$ cat src/rtl/wifi_phy_pkg.sv
// Shared Wi-Fi PHY receive constants: FSM state encodings and OFDM symbol geometry.
package wifi_phy_pkg;

    localparam logic [1:0] ST_IDLE = 2'd0;
    localparam logic [1:0] ST_CP   = 2'd1;
    localparam logic [1:0] ST_DATA = 2'd2;

    localparam int WIFI_NFFT     = 64;
    localparam int WIFI_CP_LONG  = 16;
    localparam int WIFI_CP_SHORT = 8;

endpackage

$ cat src/rtl/wifi_cp_remover_if.sv
// Sample stream, burst control and FIFO write port of the cyclic-prefix remover.
interface wifi_cp_remover_if #(
    parameter int DATA  = 12,
    parameter int SYM_W = 8
);
    logic             valid_in;
    logic [DATA-1:0]  data_in;
    logic             sync_start;
    logic [SYM_W-1:0] n_sym;
    logic             gi_short;
    logic             abort;
    logic             fifo_ready;
    logic             we;
    logic [DATA-1:0]  data_out;
    logic             sym_start;
    logic             burst_done;
    logic             busy;
    logic             drop_err;

    modport master (
        output valid_in, data_in, sync_start, n_sym, gi_short, abort, fifo_ready,
        input  we, data_out, sym_start, burst_done, busy, drop_err
    );

    modport slave (
        input  valid_in, data_in, sync_start, n_sym, gi_short, abort, fifo_ready,
        output we, data_out, sym_start, burst_done, busy, drop_err
    );
endinterface

$ cat src/rtl/wifi_cp_rm_ctr.sv
// Sample and symbol counters of the CP remover, with terminal-count flags for the FSM.
module wifi_cp_rm_ctr
    import wifi_phy_pkg::*;
#(
    parameter int NFFT  = WIFI_NFFT,
    parameter int CNT_W = 7,
    parameter int SYM_W = 8
) (
    input  logic             clk,
    input  logic             reset,
    input  logic             i_cnt_load,
    input  logic             i_cnt_load_one,
    input  logic             i_cnt_inc,
    input  logic             i_sym_clr,
    input  logic             i_sym_inc,
    input  logic [CNT_W-1:0] i_cp_len,
    input  logic [SYM_W-1:0] i_n_sym,
    output logic [CNT_W-1:0] o_cnt,
    output logic             o_cp_last,
    output logic             o_data_last,
    output logic             o_sym_last
);

    logic [CNT_W-1:0] r_cnt;
    logic [SYM_W-1:0] r_sym_cnt;

    // Load wins over increment so a phase change never skips a sample position.
    always_ff @(posedge clk or negedge reset) begin
        if (!reset) begin
            r_cnt     <= '0;
            r_sym_cnt <= '0;
        end else begin
            if (i_cnt_load)
                r_cnt <= i_cnt_load_one ? CNT_W'(1) : '0;
            else if (i_cnt_inc)
                r_cnt <= r_cnt + CNT_W'(1);

            if (i_sym_clr)
                r_sym_cnt <= '0;
            else if (i_sym_inc)
                r_sym_cnt <= r_sym_cnt + SYM_W'(1);
        end
    end

    assign o_cnt       = r_cnt;
    assign o_cp_last   = (r_cnt == (i_cp_len - CNT_W'(1)));
    assign o_data_last = (r_cnt == CNT_W'(NFFT - 1));
    // n_sym of zero means an endless burst, so the symbol counter just wraps.
    assign o_sym_last  = (i_n_sym != '0) && (r_sym_cnt == (i_n_sym - SYM_W'(1)));

endmodule

$ cat src/rtl/wifi_cp_remover.sv
// Receive guard-interval stripper: drops the CP of each OFDM symbol and writes the NFFT useful
// samples to the FFT FIFO, dropping whole symbols when the FIFO is not ready. Option: WIFI_SHORT_GI_EN.
module wifi_cp_remover
    import wifi_phy_pkg::*;
#(
    parameter int DATA     = 12,
    parameter int NFFT     = WIFI_NFFT,
    parameter int CP_LEN   = WIFI_CP_LONG,
    parameter int CP_SHORT = WIFI_CP_SHORT,
    parameter int CNT_W    = 7,
    parameter int SYM_W    = 8
) (
    input  logic               clk,
    input  logic               reset,
    wifi_cp_remover_if.slave   bus
);

    logic [1:0]       r_state;
    logic             r_keep;
    logic [SYM_W-1:0] r_n_sym;
    logic             r_we;
    logic [DATA-1:0]  r_data_out;
    logic             r_sym_start;
    logic             r_burst_done;
    logic             r_drop_err;

    logic [CNT_W-1:0] w_cnt;
    logic [CNT_W-1:0] w_cp_len;
    logic             w_cp_last;
    logic             w_data_last;
    logic             w_sym_last;
    logic             w_start;
    logic             w_cp_done;
    logic             w_sym_done;
    logic             w_cnt_load;
    logic             w_cnt_inc;

    // Abort gates every transition so it always beats a coincident sync_start.
    assign w_start    = (r_state == ST_IDLE) && bus.valid_in && bus.sync_start && !bus.abort;
    assign w_cp_done  = (r_state == ST_CP)   && bus.valid_in && w_cp_last   && !bus.abort;
    assign w_sym_done = (r_state == ST_DATA) && bus.valid_in && w_data_last && !bus.abort;
    assign w_cnt_load = bus.abort || w_start || w_cp_done || w_sym_done;
    assign w_cnt_inc  = bus.valid_in && !bus.abort && (r_state != ST_IDLE);

`ifdef WIFI_SHORT_GI_EN
    logic r_gi_short;

    always_ff @(posedge clk or negedge reset) begin
        if (!reset)
            r_gi_short <= 1'b0;
        else if (w_start)
            r_gi_short <= bus.gi_short;
    end

    assign w_cp_len = r_gi_short ? CNT_W'(CP_SHORT) : CNT_W'(CP_LEN);
`else
    assign w_cp_len = CNT_W'(CP_LEN);
`endif

    wifi_cp_rm_ctr #(
        .NFFT  (NFFT),
        .CNT_W (CNT_W),
        .SYM_W (SYM_W)
    ) u_ctr (
        .clk            (clk),
        .reset          (reset),
        .i_cnt_load     (w_cnt_load),
        .i_cnt_load_one (w_start),
        .i_cnt_inc      (w_cnt_inc),
        .i_sym_clr      (w_start),
        .i_sym_inc      (w_sym_done),
        .i_cp_len       (w_cp_len),
        .i_n_sym        (r_n_sym),
        .o_cnt          (w_cnt),
        .o_cp_last      (w_cp_last),
        .o_data_last    (w_data_last),
        .o_sym_last     (w_sym_last)
    );

    // The keep decision is frozen at CP->DATA so a symbol is written entirely or not at all.
    always_ff @(posedge clk or negedge reset) begin
        if (!reset) begin
            r_state      <= ST_IDLE;
            r_keep       <= 1'b0;
            r_n_sym      <= '0;
            r_we         <= 1'b0;
            r_data_out   <= '0;
            r_sym_start  <= 1'b0;
            r_burst_done <= 1'b0;
            r_drop_err   <= 1'b0;
        end else begin
            r_we         <= 1'b0;
            r_sym_start  <= 1'b0;
            r_burst_done <= 1'b0;
            if (bus.abort) begin
                r_state <= ST_IDLE;
            end else begin
                case (r_state)
                    ST_IDLE: begin
                        if (w_start) begin
                            r_state    <= ST_CP;
                            r_n_sym    <= bus.n_sym;
                            r_drop_err <= 1'b0;
                        end
                    end
                    ST_CP: begin
                        if (w_cp_done) begin
                            r_state <= ST_DATA;
                            r_keep  <= bus.fifo_ready;
                        end
                    end
                    ST_DATA: begin
                        if (bus.valid_in) begin
                            if (r_keep) begin
                                r_we        <= 1'b1;
                                r_data_out  <= bus.data_in;
                                r_sym_start <= (w_cnt == '0);
                            end else begin
                                r_drop_err  <= 1'b1;
                            end
                            if (w_data_last) begin
                                if (w_sym_last) begin
                                    r_state      <= ST_IDLE;
                                    r_burst_done <= 1'b1;
                                end else begin
                                    r_state      <= ST_CP;
                                end
                            end
                        end
                    end
                    default: r_state <= ST_IDLE;
                endcase
            end
        end
    end

    assign bus.we         = r_we;
    assign bus.data_out   = r_data_out;
    assign bus.sym_start  = r_sym_start;
    assign bus.burst_done = r_burst_done;
    assign bus.busy       = (r_state != ST_IDLE);
    assign bus.drop_err   = r_drop_err;

endmodule
$ cat src/flat_wrapper.sv
// flat-port wrapper written by rule: the top's interface ports become plain ports
module wifi_cp_remover_flat import wifi_phy_pkg::*;
#(
    parameter int DATA     = 12,
    parameter int NFFT     = WIFI_NFFT,
    parameter int CP_LEN   = WIFI_CP_LONG,
    parameter int CP_SHORT = WIFI_CP_SHORT,
    parameter int CNT_W    = 7,
    parameter int SYM_W    = 8
)
  (clk, reset, bus_valid_in, bus_data_in, bus_sync_start, bus_n_sym, bus_gi_short, bus_abort, bus_fifo_ready, bus_we, bus_data_out, bus_sym_start, bus_burst_done, bus_busy, bus_drop_err);
  wifi_cp_remover_if #(.DATA(DATA), .SYM_W(SYM_W)) bus_i ();
  input  logic clk;
  input  logic reset;
  input wire logic [$bits(bus_i.valid_in)-1:0] bus_valid_in;
  input wire logic [$bits(bus_i.data_in)-1:0] bus_data_in;
  input wire logic [$bits(bus_i.sync_start)-1:0] bus_sync_start;
  input wire logic [$bits(bus_i.n_sym)-1:0] bus_n_sym;
  input wire logic [$bits(bus_i.gi_short)-1:0] bus_gi_short;
  input wire logic [$bits(bus_i.abort)-1:0] bus_abort;
  input wire logic [$bits(bus_i.fifo_ready)-1:0] bus_fifo_ready;
  output wire logic [$bits(bus_i.we)-1:0] bus_we;
  output wire logic [$bits(bus_i.data_out)-1:0] bus_data_out;
  output wire logic [$bits(bus_i.sym_start)-1:0] bus_sym_start;
  output wire logic [$bits(bus_i.burst_done)-1:0] bus_burst_done;
  output wire logic [$bits(bus_i.busy)-1:0] bus_busy;
  output wire logic [$bits(bus_i.drop_err)-1:0] bus_drop_err;
  assign bus_i.valid_in = bus_valid_in;
  assign bus_i.data_in = bus_data_in;
  assign bus_i.sync_start = bus_sync_start;
  assign bus_i.n_sym = bus_n_sym;
  assign bus_i.gi_short = bus_gi_short;
  assign bus_i.abort = bus_abort;
  assign bus_i.fifo_ready = bus_fifo_ready;
  assign bus_we = bus_i.we;
  assign bus_data_out = bus_i.data_out;
  assign bus_sym_start = bus_i.sym_start;
  assign bus_burst_done = bus_i.burst_done;
  assign bus_busy = bus_i.busy;
  assign bus_drop_err = bus_i.drop_err;
  wifi_cp_remover #(.DATA(DATA), .NFFT(NFFT), .CP_LEN(CP_LEN), .CP_SHORT(CP_SHORT), .CNT_W(CNT_W), .SYM_W(SYM_W)) u_core (.clk(clk), .reset(reset), .bus(bus_i));
endmodule
$ cat config.mk
export PLATFORM = sky130hd
export DESIGN_NAME = wifi_cp_remover_flat
export DESIGN_NICKNAME = d
export VERILOG_FILES = /design/src/rtl/wifi_phy_pkg.sv /design/src/rtl/wifi_cp_remover_if.sv /design/src/rtl/wifi_cp_rm_ctr.sv /design/src/rtl/wifi_cp_remover.sv /design/src/flat_wrapper.sv
export SDC_FILE = /design/constraint.sdc
export NUM_CORES = 1
export LEC_CHECK = 0
export BUFFER_PORTS_ARGS = -buffer_cell sky130_fd_sc_hd__buf_2
export CORE_MARGIN = 10
export CORE_UTILIZATION = 57
export CTS_BUF_LIST = sky130_fd_sc_hd__clkbuf_2 sky130_fd_sc_hd__clkbuf_4 sky130_fd_sc_hd__clkbuf_8
export DETAILED_ROUTE_END_ITERATION = 7
export PLACE_DENSITY = 0.92
export SETUP_SLACK_MARGIN = 0.15
export SYNTH_ARGS = -nofsm -noshare
export SYNTH_HDL_FRONTEND = slang
export SYNTH_SLANG_ARGS = --single-unit
$ cat constraint.sdc
create_clock -name clk -period 2.4 [get_ports clk]
set_clock_uncertainty 0.05 [all_clocks]
set_input_delay 0.48 -clock clk [delete_from_list [all_inputs] [get_ports clk]]
set_output_delay 0.48 -clock clk [all_outputs]
set_load 0.02 [all_outputs]
# Yosys cells after proc, flatten, opt, wreduce, memory -nomap -nowiden
# Index checks and enable logic that the tools add are counted.
# word_totals
romBits	0
n_memories	0
word_cells	83
ff_bits	42
latchBits	0
input_bits	27
ramBits	0
# op_classes
n_mux	29
n_addsub	3
div_mod_pow	0
reduce_logical	28
n_eq_ne	12
mul	0
magnitude_cmp	0
bitwise_logic	1
shifts	0
# op_table
op	n
1-bit two-way mux	18
8-bit two-way mux	2
7-bit two-way mux	2
1-bit logical AND	12
2-bit two-way mux	5
8-bit by 1-bit adder with 8-bit output, second input constant	1
8-bit == test	1
4-bit AND reduction	2
2-bit nonzero test	4
8-bit nonzero test	1
8-bit by 1-bit subtractor with 8-bit output, second input constant	1
7-bit by 1-bit adder with 7-bit output, second input constant	1
7-bit by 4-bit == test with 1-bit output, second input constant	1
7-bit by 6-bit == test with 1-bit output, second input constant	1
7-bit zero test	1
2-bit != test, second input constant	3
3-bit by 2-bit != test with 1-bit output, second input constant	2
3-bit != test, second input constant	2
2-bit case mux with 3 select lines	1
3-bit AND reduction	2
5-bit AND reduction	1
1-bit logical OR	3
2-bit by 1-bit == test with 1-bit output, second input constant	1
2-bit == test, second input constant	1
4 further kinds	4

# Depth between registers and ports, before layout
# Gate-level depths: netlist of the first run.
# depth
word_depth	8
mapped_depth	7
ltp_nobuf	7

# Hierarchy
# A second synthesis of the first run with hierarchy kept.
# unflattened
cells_unflattened	223
hier_area_um2	2319.7
# by_module_without_submodules
mod	area_per_inst_um2	cells_each	n_inst
wifi_cp_remover	1167.4	81	1
wifi_cp_rm_ctr	1152.4	142	1

# Worst setup path after synthesis of the first run
# No wires, ideal clock.
# synth_path
path_kind	register -> register
start	register u_core.r_n_sym[0]
end	register u_core.r_state[0]
arrival_time_ps	1687
path_buffers	0
setup_time_ps	129
period_less_slack_ps	1866
path_slack_ps	534
stages_incl_launch_ff	8
path_cell_list	dfrtp_1 -> inv_1 -> ha_1 -> xor2_1 -> nand2_1 -> a221oi_1 -> nand3_1 -> o41a_1
# synth_via
elab_chain_len	8
word_cells_on_any_way	9
cone_classes	1 x add/sub; 1 x eq/ne; 5 x mux; 2 x reduce/logical
# synth_lines
element	line_no	source
start: declaration	wifi_cp_remover.sv:20	logic [SYM_W-1:0] r_n_sym;
start signal: assignment	wifi_cp_remover.sv:102	r_n_sym <= bus.n_sym;
8-bit by 1-bit subtractor with 8-bit output	wifi_cp_rm_ctr.sv:49	assign o_sym_last = (i_n_sym != '0) && (r_sym_cnt == (i_n_sym - SYM_W'(1)));
8-bit == test	wifi_cp_rm_ctr.sv:49	
1-bit logical AND (*)	wifi_cp_rm_ctr.sv:49	
1-bit two-way mux (*)	wifi_cp_remover.sv:122	if (w_sym_last) begin
2-bit two-way mux (*)	wifi_cp_remover.sv:121	if (w_data_last) begin
2-bit two-way mux (*)	wifi_cp_remover.sv:113	if (bus.valid_in) begin
2-bit case mux with 3 select lines (*)	wifi_cp_remover.sv:98	case (r_state)
2-bit two-way mux (*)	wifi_cp_remover.sv:95	if (bus.abort) begin
end signal: assignment	wifi_cp_remover.sv:96	r_state <= ST_IDLE;
end signal: assignment	wifi_cp_remover.sv:101	r_state <= ST_CP;
end signal: assignment	wifi_cp_remover.sv:123	r_state <= ST_IDLE;
end: declaration	wifi_cp_remover.sv:18	logic [1:0] r_state;
# Every way passes the cells marked *; elsewhere a longest branch is shown, timed or not. The select of a mux whose other input is x is not followed.
# A chain may end at the register's enable or synchronous reset.

# Final worst setup path of the first run
# Same ends and word-level chain as after synthesis.

==> metrics, run 1 <==
GPL Wtd Cong 0.831; utilization of the core after routing 0.702; number of rows in the core area 22; filler cell count in the final layout 254; PwrDens 657 mW/mm^2; antenna violations before repair 0; post-detailed-placement half-perimeter wirelength 3.60 mm; sum of routed wire length over all layers 4.99 mm; post-synthesis area per instance 9.98 um^2; Max Transition Viols Final 0; total buffers and inverters traversed by the critical path 1; stage delay of the slowest cell on the critical path 0.46 ns; gate count of the mapped netlist 217; cts hold-fix bufs 0; Min Hold Slack 0.00882 ns; leakage power of the design 0.00130 uW; layout cell share with drive strength beyond 1 0.261; setup repair bufs after CTS 0; number of synthesized flops with an enable pin 0; clk root buf clkbuf_8; Final Net Count 295; number of inserted diodes 0; final clock period utilization by the worst path 0.873; reported max-cap violation count 0; DRC violation total after the first TritonRoute iteration 187; unrepaired setup endpoints after global routing false; upper clock frequency limit 477 MHz; Overall Global Routing Usage 0.160; final setup violating endpoints 0; height of the die 81.6 um; Placed Cells 304; synth-to-layout area growth 18.7%; Critical Path RT 2.54 ns; Worst Setup End Kind register; maximum fanout along the worst path 4; critical path startpoint category register; Distinct cells, synth 42; Min Clock Period, post-route 2.10 ns; Worst IR Drop VDD 462 uV; clock sink count 42; Synthesized Nets 249; number of buffers inserted during clock tree synthesis 5; floorplan die area 0.00667 mm^2; clock latency at the later pin of the worst-skew pair 0.30 ns; maximum level of the CTS H-tree 2; clock-pin slew on the worst setup and hold paths 0.08 ns; first-pass iteration count of the detailed router 4; number of non-filler instances in the completed layout 312; top cell family by delay on the critical path compound AO/OA/AOI/OAI gates; pin slew with the least headroom to its limit 0.509 ns; remaining max-slew budget at the tightest pin 0.658; effective utilization at floorplan 0.592; number of warnings printed during yosys synthesis 0; antenna viol nets, final 0; sequential-to-total area share from yosys stat 0.485; run status completed; number of register bits inferred by synthesis 42; Final Hold Vio Count 0; overall die width 81.6 um; area of the placeable core 0.00366 mm^2; Primary FF master, synth dfrtp_1; number of port buffers 42; count of boundary I/O pins 44; arrival time at the worst endpoint 2.23 ns; clock buffer depth 2; TritonCTS clock tree done; total negative slack for setup checks 0 ns; class of the worst hold path input port to asynchronous set/reset pin; first-pass GRT wire length 8.39 mm; Avg WL per Cell 16.0 um; multi-input logic area 0.00105 mm^2; DRC violation count after routing 0; leading cell types in the layout, fill and taps excluded buf_2 (42), dfrtp_1 (42), nand2_1 (29); Via-to-Cell Ratio 5.62; final global-route overflow total 0; cts repair resizes 0; share of synthesized flip-flops with an asynchronous set or reset 1.00; netlist area before placement 0.00217 mm^2; crit path kind register to register; crit-path cells inv_1 -> ha_1 -> xor2_1 -> nand2_1 -> a221oi_1 -> nand3_1 -> o41a_1; count of vias placed by the detailed router 1,752; cell with the largest stage delay on the worst path dfrtp_1; number of global-route vias before repair 1,873; pin count of the biggest net entering global routing 18; FF+latch area 0.00105 mm^2
==> final timing paths <==
kind | startpoint | end | slack, ns | cells after the start
worst max-delay path | u_core.r_n_sym[0] | u_core.r_state[0] | 0.30 | 7
min in group clk | bus_n_sym[7] | u_core.r_n_sym[7] | 0.32 | 3
worst min register to register | u_core.bus.data_out[4] | u_core.bus.data_out[4] | 0.44 | 1
worst min-delay path | reset | u_core.r_n_sym[7] | 0.009 | 1
worst max register to register | u_core.r_n_sym[0] | u_core.r_state[0] | 0.30 | 7
max in group asynchronous | reset | u_core.u_ctr.r_sym_cnt[5] | 1.76 | 2
==> cell families after synthesis <==
| kind of cell | Yosys count | share of synthesized area |
|---|---|---|
| buffers and inverters | 15 | 0.0289 |
| muxes | 14 | 0.0722 |
| xor gates and xnor gates | 21 | 0.0849 |
| and+or+nand+nor | 97 | 0.228 |
| AOI/OAI and AO/OA | 23 | 0.0722 |
| adders and majority gates | 5 | 0.0289 |
| DFF | 42 | 0.485 |
==> state kept, by name, summed over array words and instances (netlist names) <==
| signal | cells |
|---|---|
| u_core.bus.data_out | 12 |
| u_core.r_n_sym | 8 |
| u_core.u_ctr.r_sym_cnt | 8 |
| u_core.u_ctr.o_cnt | 7 |
| u_core.r_state | 2 |
| u_core.bus.burst_done | 1 |
| u_core.bus.drop_err | 1 |
| u_core.bus.sym_start | 1 |
| u_core.bus.we | 1 |
| u_core.r_keep | 1 |
==> synth_stat cells, drive strengths merged (6+ instances only) <==
cell type	n	share of area
dfrtp	42	0.49
xnor2	10	0.040
mux2	13	0.068
o21ai	7	0.016
nor2	26	0.045
nand2	29	0.050
nand3	10	0.023
xor2	11	0.044
nand4	6	0.017
inv	8	0.014
==> power by group <==
group | switching (uW) | total, uW | internal [uW]
registers | 46.5 | 782 | 735
clock network | 252 | 669 | 417
logic | 134 | 240 | 106
total | 433 | 1690 | 1260
==> metal layers <==
metal | wire, um | global-route usage | up-vias
met5 | 0 | 0 | -
met4 | 164 | 0.0952 | 0
met3 | 380 | 0.0502 | 17
met2 | 2580 | 0.283 | 62
met1 | 1870 | 0.164 | 837
li1 | - | - | 836
==> area by class of cell <==
class / count / area share
clock buffer: 5 / 0.0268
clock inverter: 3 / 0.0268
inverter: 8 / 0.0117
multi-input combinational: 160 / 0.409
sequential: 42 / 0.409
tap: 48 / 0.0234
timing repair buffer: 46 / 0.0934
==> through the flow <==
stage | power, uW | cell area, um^2 | setup slack, ns
3_3_place_gp | 1010 | 2430 | 0.395
5_1_grt | 1750 | 2570 | 0.175
2_1_floorplan | 946 | 2170 | 0.534
4_1_cts | 1700 | 2570 | 0.308
6_report | 1690 | 2570 | 0.304
3_5_place_dp | 1020 | 2430 | 0.387
==> worst register-to-register path, stage by stage (launching register included) <==
cell	delay, ns
dfrtp_1	0.46
inv_1	0.11
ha_1	0.31
xor2_1	0.18
nand2_1	0.08
a221oi_1	0.21
nand3_1	0.16
o41a_1	0.42
Note: power is estimated with default switching activity, not from simulation.
==> run 2: changes to the inputs <==
- ABC_AREA: not set -> 1
- CORE_UTILIZATION: 57 -> 55
- CTS_BUF_LIST: sky130_fd_sc_hd__clkbuf_2 sky130_fd_sc_hd__clkbuf_4 sky130_fd_sc_hd__clkbuf_8 -> not set
- PLACE_DENSITY: 0.92 -> 0.89
==> run 2 against run 1 <==
  * Register-to-register slack improved by 0.31 ns
  * Final cell count rose by 25%
  * Via count rose by 13%
  * Critical endpoint unchanged
  * Setup slack improved by 0.31 ns
  * Highest routed layer unchanged
  * Clock-buffer cell count rose by 1
  * Power rose by 13%
  * Sequential share of layout area fell by 1.8 points
  * Non-clock buffer count did not move
==> metrics, run 2 <==
number of buffers inserted during clock tree synthesis 5; Primary FF master, synth dfrtp_1; Simple-Gate Fraction of Synth Area 0.338; count of boundary I/O pins 44; TritonCTS clock tree done; first-pass GRT wire length 9.04 mm; worst reg-to-reg setup slack 0.61 ns; final setup violating endpoints 0; critical path startpoint category register; met1 routed wirelength after detailed routing 2.11 mm; Distinct cells, synth 30; stage delay of the slowest cell on the critical path 0.41 ns; most repeated cell in the gate-level netlist after synthesis nand2_1; cell with the largest stage delay on the worst path dfrtp_1; flip-flop count of the largest register, all copies and words added 12; final clock period utilization by the worst path 0.744; number of global-route vias before repair 2,006; multiplexer fraction of the synthesized cell area 0; combinational family with the most area after synthesis simple AND/OR/NAND/NOR gates; layout cell share with drive strength beyond 1 0.220; GPL Wtd Cong 0.863; crit path kind register to register; Min Clock Period, post-route 1.79 ns; Avg WL per Cell 13.4 um; setup repair bufs after CTS 0; count of vias placed by the detailed router 1,987; synth-to-layout area growth 16.8%; sequential-to-total area share from yosys stat 0.457; unrepaired setup endpoints after global routing false; clock latency at the later pin of the worst-skew pair 0.29 ns; maximum fanout along the worst path 6; Final Hold Vio Count 0; highest routing layer actually used met4; Worst IR Drop VDD 459 uV; class of the worst hold path input port to asynchronous set/reset pin; adder and majority cell fraction of the synthesized area 0.0272; antenna viol nets, final 0; remaining max-slew budget at the tightest pin 0.732; Critical Path RT 2.54 ns; maximum level of the CTS H-tree 2; fraction of the mapped netlist area in compound gates 0.0560; post-synthesis area per instance 7.90 um^2; first-pass iteration count of the detailed router 4; Routed met2 length 2.77 mm; number of inserted diodes 0; number of synthesized flops with an enable pin 0; start point of the critical path u_core.r_n_sym[0]; Post-Synth XOR/XNOR Area 0.0533; DRC violation total after the first TritonRoute iteration 104; sum of met3 wire segment lengths after detailed routing 283 um; floorplan die area 0.00717 mm^2; number of warnings printed during yosys synthesis 0; height of the die 84.7 um; CP most frequent cell nand2_1; number of rows in the core area 23; gate count of the mapped netlist 291; clock buffer depth 2; largest cells by area after synthesis dfrtp_1 (46%), nand2_1 (16%), inv_1 (4.7%), nor2_1 (4.6%), nand3_1 (3.9%); Max Transition Viols Final 0; clock sink count 42; cts hold-fix bufs 0; antenna violations before repair 0; sum of internal, switching and leakage power 1900 uW; number of port buffers 42; number of register bits inferred by synthesis 42; DRC violation count after routing 0; fraction of synthesized cell area taken by the top area cell type 0.457; reported max-cap violation count 0; Worst Setup End Kind register; crit-path cells inv_1 -> ha_1 -> inv_1 -> nand2_1 -> nand2_1 -> nand2_1 -> nand2_1 -> nor2_1 -> nand2_1 -> nor2_1 -> nand3_1 -> nand3_1 -> nand2_1; Via-to-Cell Ratio 5.08; total negative slack for setup checks 0 ns; pin slew with the least headroom to its limit 0.402 ns; utilization of the core after routing 0.667; pin count of the biggest net entering global routing 16; clock-pin slew on the worst setup and hold paths 0.08 ns; upper clock frequency limit 560 MHz; sum of routed wire length over all layers 5.24 mm; Overall Global Routing Usage 0.152; overall die width 84.7 um; netlist area before placement 0.00230 mm^2; post-detailed-placement half-perimeter wirelength 4.08 mm; cts repair resizes 0; PwrDens 709 mW/mm^2; leading cell type in the layout, fill and taps excluded nand2_1; leakage power of the design 0.00142 uW; cell type with the largest total area after synthesis dfrtp_1; arrival time at the worst endpoint 1.92 ns; run status completed; start of the worst register-to-register path u_core.r_n_sym[0]; synth cell count leaders nand2_1 (96), dfrtp_1 (42), inv_1 (29), nor2_1 (28), nand3_1 (18); leading cell types in the layout, fill and taps excluded nand2_1 (96), buf_2 (42), dfrtp_1 (42); area of the placeable core 0.00403 mm^2; effective utilization at floorplan 0.571; final global-route overflow total 0; Synthesized Nets 323; share of synthesized flip-flops with an asynchronous set or reset 1.00; clk root buf clkbuf_8; Final Net Count 372
run 2: final timing paths:
check | endpoint | depth (start not counted)
worst max-delay path | u_core.r_state[0] | 13
worst min-delay path | u_core.u_ctr.r_sym_cnt[6] | 1
worst max register to register | u_core.r_state[0] | 13
worst min register to register | u_core.bus.data_out[1] | 2
max in group asynchronous | u_core.bus.data_out[5] | 2
min in group clk | u_core.bus.data_out[0] | 3
run 2: area by class of cell:
cell class | count | area, um^2
repair buffers | 46 | 240
flip-flops and latches | 42 | 1050
clock inverters | 2 | 37.5
multi-input cells | 210 | 1090
inverters | 35 | 131
fillers | 340 | 1340
well taps | 50 | 62.6
clock buffers | 6 | 72.6
run 2: routing by layer:
metal  global-route usage  up-vias
met5                    0        -
met4               0.0629        0
met3               0.0464        7
met2                0.262       50
met1                0.168      923
li1                     -     1007
run 2: report_power, final:
group / internal [uW] / switching [uW]
combinational: 190 / 319
sequential: 773 / 74.6
clock: 310 / 238
run 2: cell families (layout without fill, tap and decap cells):
| group | after synthesis | count (layout) |
|---|---|---|
| flops | 42 | 42 |
| xor+xnor | 14 | 14 |
| buf+inv | 39 | 89 |
| compound gates | 23 | 23 |
| fa+ha+maj | 5 | 5 |
| simple gates | 168 | 168 |
run 2: critical path: cells and delay by family (launching register included):
kind	cells	cell delay (ns)
AND/OR/NAND/NOR	10	0.72
flip-flops	1	0.41
buffers and inverters	2	0.25
adder cells (fa/ha/maj)	1	0.25
run 2: per-stage QoR:
step	hold slack, ns	setup slack, ns	instances	instance area [um^2]
2_1_floorplan	0.134	0.865	291	2300
3_3_place_gp	0.347	0.724	383	2580
3_5_place_dp	0.346	0.647	383	2580
4_1_cts	0.0241	0.614	391	2690
5_1_grt	0.0240	0.418	391	2690
6_report	0.0228	0.614	391	2690
